--- src/rtl/gnn_pkg.sv ---
// gnn_pkg: shared constants and state type for the GNN input loader
package gnn_pkg;
  localparam int WORD_W     = 5;
  localparam int N_X        = 16;
  localparam int N_W        = 24;
  localparam int N_DONE     = 8;
  localparam int FRAME_FULL = 40;
  localparam int FRAME_X    = 16;
  localparam int W2_START   = 32;
  typedef enum logic [1:0] {LOAD, FIRE, WAIT} state_t;
endpackage

--- src/rtl/gnn_done_tracker.sv ---
// gnn_done_tracker: sticky collection of output-ready flags with a bounded wait timer
module gnn_done_tracker #(
  parameter int N_DONE  = 8,
  parameter int TIMEOUT = 1024
) (
  input  logic              clk,
  input  logic              rst,
  input  logic              i_clear,
  input  logic              i_en,
  input  logic [N_DONE-1:0] i_flags,
  output logic              o_all_done,
  output logic              o_timeout
);
  localparam int TW = (TIMEOUT > 2) ? $clog2(TIMEOUT) : 1;
  logic [N_DONE-1:0] r_sticky, w_acc;
  logic [TW-1:0]     r_tcnt;
  assign w_acc      = r_sticky | i_flags;
  assign o_all_done = i_en && (&w_acc);
  assign o_timeout  = i_en && !(&w_acc) && (r_tcnt == TW'(TIMEOUT - 1));
  always_ff @(posedge clk) begin
    if (rst) begin
      r_sticky <= '0;
      r_tcnt   <= '0;
    end else if (i_clear) begin
      r_sticky <= i_flags;
      r_tcnt   <= '0;
    end else if (i_en) begin
      r_sticky <= w_acc;
      r_tcnt   <= r_tcnt + TW'(1);
    end
  end
endmodule

--- src/rtl/gnn_input_loader.sv ---
// gnn_input_loader: stages a serial feature/weight stream and presents committed frames to the GNN
module gnn_input_loader
  import gnn_pkg::*;
#(
  parameter int TIMEOUT = 1024
) (
  input  logic                    clk,
  input  logic                    rst,
  input  logic                    s_valid,
  output logic                    s_ready,
  input  logic [WORD_W-1:0]       s_data,
  input  logic                    s_last,
  input  logic                    x_only,
  output logic [N_X*WORD_W-1:0]   x_flat,
  output logic [N_W*WORD_W-1:0]   w_flat,
  output logic                    in_ready,
  input  logic [N_DONE-1:0]       done_flags,
  output logic                    busy,
  output logic                    frame_err,
  output logic                    timeout_err
);
  localparam int SW = FRAME_FULL * WORD_W;
  localparam int XW = N_X * WORD_W;
  state_t          r_state, w_next;
  logic [5:0]      r_cnt, w_last_idx;
  logic            r_xo, w_xo, w_xfer, w_at_last, w_fire, w_bad, w_done, w_to, r_frame_err;
  logic [SW-1:0]   r_stage, w_merged;
  logic [XW-1:0]   r_x;
  logic [SW-XW-1:0] r_w;
  assign s_ready     = (r_state == LOAD) && !rst;
  assign w_xfer      = s_valid && s_ready;
  // frame mode comes straight from the input on word 0, from the latch afterwards
  assign w_xo        = (r_cnt == 6'd0) ? x_only : r_xo;
  assign w_last_idx  = w_xo ? 6'(FRAME_X - 1) : 6'(FRAME_FULL - 1);
  assign w_at_last   = (r_cnt == w_last_idx);
  assign w_fire      = w_xfer && w_at_last && s_last;
  assign w_bad       = w_xfer && (w_at_last != s_last);
  assign x_flat      = r_x;
  assign w_flat      = r_w;
  assign in_ready    = (r_state == FIRE);
  assign busy        = (r_state != LOAD);
  assign frame_err   = r_frame_err;
  assign timeout_err = w_to;
  // commit sees the final word in the same edge it is accepted
  always_comb begin
    w_merged = r_stage;
    if (w_xfer) w_merged[r_cnt*WORD_W +: WORD_W] = s_data;
  end
  always_comb begin
    w_next = (r_state == LOAD) ? (w_fire ? FIRE : LOAD) :
             (r_state == FIRE) ? WAIT :
             (w_done || w_to)  ? LOAD : WAIT;
  end
  always_ff @(posedge clk) begin
    if (rst) begin
      r_state     <= LOAD;
      r_cnt       <= '0;
      r_xo        <= 1'b0;
      r_stage     <= '0;
      r_x         <= '0;
      r_w         <= '0;
      r_frame_err <= 1'b0;
    end else begin
      r_state     <= w_next;
      r_frame_err <= w_bad;
      if (w_xfer) begin
        r_stage <= w_merged;
        r_cnt   <= (w_fire || w_bad) ? 6'd0 : r_cnt + 6'd1;
      end
      if (w_xfer && r_cnt == 6'd0) r_xo <= x_only;
      if (w_fire) begin
        r_x <= w_merged[XW-1:0];
        if (!w_xo) r_w <= w_merged[SW-1:XW];
      end
    end
  end
  gnn_done_tracker #(.N_DONE(N_DONE), .TIMEOUT(TIMEOUT)) u_done (
    .clk        (clk),
    .rst        (rst),
    .i_clear    (r_state == FIRE),
    .i_en       (r_state == WAIT),
    .i_flags    (done_flags),
    .o_all_done (w_done),
    .o_timeout  (w_to)
  );
endmodule
--- config.mk ---
export PLATFORM = sky130hd
export DESIGN_NAME = gnn_input_loader
export DESIGN_NICKNAME = d
export VERILOG_FILES = /design/src/rtl/gnn_pkg.sv /design/src/rtl/gnn_done_tracker.sv /design/src/rtl/gnn_input_loader.sv
export SDC_FILE = /design/constraint.sdc
export NUM_CORES = 1
export LEC_CHECK = 0
export ABC_AREA = 1
export CORE_UTILIZATION = 60
export DETAILED_ROUTE_END_ITERATION = 8
export PLACE_DENSITY = 0.88
export SYNTH_ARGS = -nofsm -noshare
export SYNTH_HDL_FRONTEND = slang
export SYNTH_SLANG_ARGS = --single-unit
--- constraint.sdc ---
create_clock -name clk -period 4.3 [get_ports clk]
set_clock_uncertainty 0.1 [all_clocks]
set_input_delay 0.645 -clock clk [delete_from_list [all_inputs] [get_ports clk]]
set_output_delay 0.645 -clock clk [all_outputs]
set_load 0.02 [all_outputs]
After elaboration in Yosys (flattened, before gate mapping) --
Cells that the tools add are included.
Operators by class: $mul 1, magnitude comparators 0, shift operators 2, reduce and logical (&&, ||, !) cells 20, bitwise operators 2, add/subtract/negate cells 3, multiplexer cells 11, divide/modulo/power cells 0, eq/ne operators 5
Operators by type and width (count):
- 200-bit bitwise mux | 1
- 200-bit two-way mux | 1
- 5-bit by 34-bit variable shift with 200-bit output, first input constant | 1
- 5-bit by 34-bit variable part select with 200-bit output | 1
- 9-bit negator with 34-bit output | 1
- 8-bit two-way mux | 2
- 6-bit two-way mux | 2
- 10-bit by 1-bit adder with 10-bit output, second input constant | 1
- 10-bit equality test, second input constant | 1
- 1-bit logical AND | 9
- 6-bit by 3-bit multiplier with 9-bit output, second input constant | 1
- 8-bit OR | 1
- 8-bit AND reduction | 1
- 6-bit by 1-bit adder with 6-bit output, second input constant | 1
- 6-bit equality test | 1
- 6-bit logical NOT | 1
- 2-bit two-way mux | 3
- 2-bit nonzero test | 2
- 2-bit by 1-bit equality test with 1-bit output, second input constant | 1
- 2-bit equality test, second input constant | 1
- 1-bit logical NOT | 2
- 2-bit logical NOT | 1
- 1-bit logical OR | 2
- 1-bit two-way mux | 2
- 4 further kinds | 4
Word-level totals: latch bits 0, memories 0, word-level logic and storage cells 53, output and inout bits 205, RAM bits 0, register bits after elaboration 428, ROM bits 0, input port bits 18

Depth between registers and ports, before layout --
word-level depth 9, gate-level depth with buffers 15

Cells and area by module --
Synthesis repeated with hierarchy kept, for this count alone.
Second synthesis, totals: cells, all modules 2595, area, all modules 17974.7 um^2
By module, submodules not included:
- gnn_input_loader | cells an instance 2477, area each 17127.7 um^2, instances 1
- gnn_done_tracker | cells an instance 118, area each 847.1 um^2, instances 1

Least setup slack after synthesis --
OpenSTA, ideal clock, no wires.
path kind register to output, start reg r_state[0], end out timeout_err, setup slack 1.853 ns, arrival 1.702 ns, cell stages (with the launch flop) 12, buffers on the path 1, cell sequence dfxtp_1 > inv_1 > ha_1 > clkbuf_1 > nand3_1 > nor2_1 > nand2_1 > nor2_1 > nand2_1 > nor2_1 > nand2_1 > nor2_1
On the way: word-level cells in the longest chain between the ends 3
Ends and longest elaborated chain:
- start: declaration | line gnn_input_loader.sv:24 | state_t r_state, w_next;
- start signal: assignment | line gnn_input_loader.sv:64 | r_state <= w_next;
- 2-bit equality test | line gnn_input_loader.sv:81 | .i_en (r_state == WAIT),
- 1-bit logical AND (2 in series) | line gnn_done_tracker.sv:19 | assign o_timeout = i_en && !(&w_acc) && (r_tcnt == TW'(TIMEOUT - 1));
- end: declaration | line gnn_input_loader.sv:20 | output logic timeout_err
Every way passes these cells.

Final worst setup path --
Same ends and word-level chain as after synthesis.

==> flow_summary.ini <==
[pwr]
power.leakage_uw = 0.00955
power.density_mw_per_mm2 = 375
ir_worst_vdd_v = 0.000298

[logic_synthesis]
yosysSeqAreaShare_pct = 48.0
synth_area_mm2 = 0.0178
synth.distinct_cells = 38
synth_top_area_share_pct = 48.0
synth-seq-cells = 428
yosys.area.top_type = dfxtp_1
ys_warn_count = 0
syn_nets = 2661
synth_cells = 2633
avgSynthCellArea_um2 = 6.77
synth_top_cells_by_area = dfxtp_1 48%, nand2_1 16%, nor2_1 12%

[global_routing]
grt_pass1_vias = 16200
antenna_found_initial = 1
gr-total-overflow = 0
grt.total_usage_pct = 33.9
grt_max_degree = 115
grt_pass1_wl_mm = 82.1

[critical_path]
r2r_slack_ns = 1.04
cp.buffers_inverters = 2
crit_top_cell = nor2_1
critical_path.max_fanout = 8
worstPathRequired_ns = 3.56
crit_slowest_cell = clkdlybuf4s50_1
path_class = reg2out
crit_family = simple AND/OR/NAND/NOR gates
end_kind = output pin
cp-start-kind = flop
crit_path_max_incr_delay_ns = 0.61
arrival_ns = 2.91
path_cells = inv_1 -> ha_1 -> nand3_1 -> nor2_1 -> nand2_1 -> nor2_1 -> nand2_1 -> nor2_1 -> nand2_1 -> nor2_1 -> clkdlybuf4s50_1

[clock_tree]
clockBufferDepth = 3
post_cts_buffers = 0
cts.htree.levels = 2
hold_buffers = 0
cts_tree = built
clk_latency_ns = 0.54
cts_buffers = 42
clk_pin_slew_worst_paths_ns = 0.06
cts-root-buf = clkbuf_16
cts_resized = 0
cts_num_sinks = 428

[job]
cap_violations = 0

[final_layout]
drive_gt1_share_pct = 5.27
nets = 2844
final_common_cell = nand2_1
antennaDiodeCount = 0
areaGrowthSynthToFinish_pct = 21.9
final_cell_mix = 738 x nand2_1, 576 x nor2_1, 428 x dfxtp_1

[sta]
clock.fmax_mhz = 274
slew_headroom_pct = 23.9
setup_viol = 0
worstMarginPinSlew_ns = 1.14
post-route-period-util_pct = 84.9
final.setup.tns_ns = 0
rsz0062_at_grt = no
final_max_slew_viol_count = 0
fin_crit_ns = 3.65
fin_hold_ws_ns = 0.364
hold_viol = 0

[worst_hold_path]
hold_path_class = reg2reg

[floorplan]
ios = 223
core_area_mm2 = 0.0289
rows = 62
die_w_um = 174
die_h_um = 174
die-area_mm2 = 0.0304
initial_utilization_pct = 61.6

[placement]
portBuffers = 222
dp_hpwl_mm = 36.0
gp_congestion = 0.978

[drt]
ant_nets = 0
drt-vias-per-instance = 5.28
drc_errors = 0
drt_iter0_drc = 1578
vias = 17100
avgRoutedWirePerCell_um = 16.2
drtPass1Iterations = 6
drt_wl_total_mm = 52.2

[outcome]
outcome = complete, no violations
-- area by class of cell --
type                    count  area, µm²
well taps                 384        480
multi-input cells        1761       7550
clock buffers              60       1230
flip-flops and latches    428       8570
inverters                 332       1250
fillers                  2107       7200
clock inverters            13        199
repair buffers            251       2450
-- logic make-up (layout without fill, tap and decap cells) --
kind of cell / Yosys count / count (layout) / share of synthesized area (%)
AO/OA/AOI/OAI: 238 / 238 / 6.84
XOR/XNOR: 5 / 5 / 0.246
adder cells (fa/ha/maj): 10 / 10 / 0.702
buffers and inverters: 444 / 656 / 9.74
flip-flops: 428 / 428 / 48.0
AND/OR/NAND/NOR: 1508 / 1508 / 34.4
-- layer usage --
layer | part of all wire (%) | track usage [%] | up-vias
met5 | 0.025 | 0 | -
met2 | 47 | 57.6 | 725
met3 | 7.4 | 5.10 | 175
met4 | 5.3 | 18.3 | 2
li1 | - | - | 8307
met1 | 40 | 41.3 | 7845
-- synth_stat cells --
cell type and instances:
a211oi_1 2, a21boi_0 4, a21oi_1 65, and2_1 40, and3_1 11, buf_1 12, buf_2 27, buf_4 5
buf_6 2, clkbuf_1 66, clkinv_1 2, dfxtp_1 428, ha_1 10, inv_1 322, inv_2 7, inv_4 1
nand2_1 738, nand2_2 19, nand2_4 3, nand3_1 53, nand3_2 1, nand3_4 1, nand3b_1 1, nand4_1 14
nand4_2 2, nor2_1 577, nor2_2 10, nor2_4 4, nor2_8 1, nor3_1 27, nor3_2 5, nor4_1 1
o211ai_1 1, o21a_1 4, o21ai_0 111, o21ai_1 50, o22ai_1 1, xor2_1 5
-- sequential cells by signal (all words and copies together), names as in the netlist --
signal,cells
frame_err,1
r_cnt,6
r_stage,200
r_state,2
r_xo,1
u_done.r_sticky,8
u_done.r_tcnt,10
w_flat,120
x_flat,80
-- tightest hold or removal path: cells and delay by family (launching register included) --
family	cells	cell delay (ns)
AO/OA/AOI/OAI	1	0.05
flip-flops	1	0.31
AND/OR/NAND/NOR	1	0.06
-- worst paths after layout --
check / cells after the start / start / to
worst max-delay path: 11 / r_state[0] / timeout_err
worst min-delay path: 2 / u_done.r_sticky[5] / u_done.r_sticky[5]
worst max register to register: 13 / r_cnt[0] / w_flat[27]
worst min register to register: 2 / u_done.r_sticky[5] / u_done.r_sticky[5]
-- power by group --
part	total, µW	leakage, µW	switching [µW]	internal, µW
clock	3810	0.000699	1530	2290
combinational	357	0.00540	281	76.4
sequential	3980	0.00345	5.63	3970
-- through the flow --
| stage | area, µm² | std cells | worst slack (ns) | util, % | power [µW] |
|---|---|---|---|---|---|
| CTS | 21700 | 3229 | 0.662 | 75.1 | 8150 |
| finish | 21700 | 3229 | 0.648 | 75.1 | 8150 |
| floorplan | 17800 | 2633 | 1.85 | - | 4300 |
| global route | 21700 | 3229 | 0.449 | 75.1 | 8360 |
| global placement | 20300 | 3156 | 0.961 | 70.2 | 4410 |
| detailed placement | 20300 | 3156 | 0.930 | 70.2 | 4410 |
Note: power is estimated with default switching activity, not from simulation.
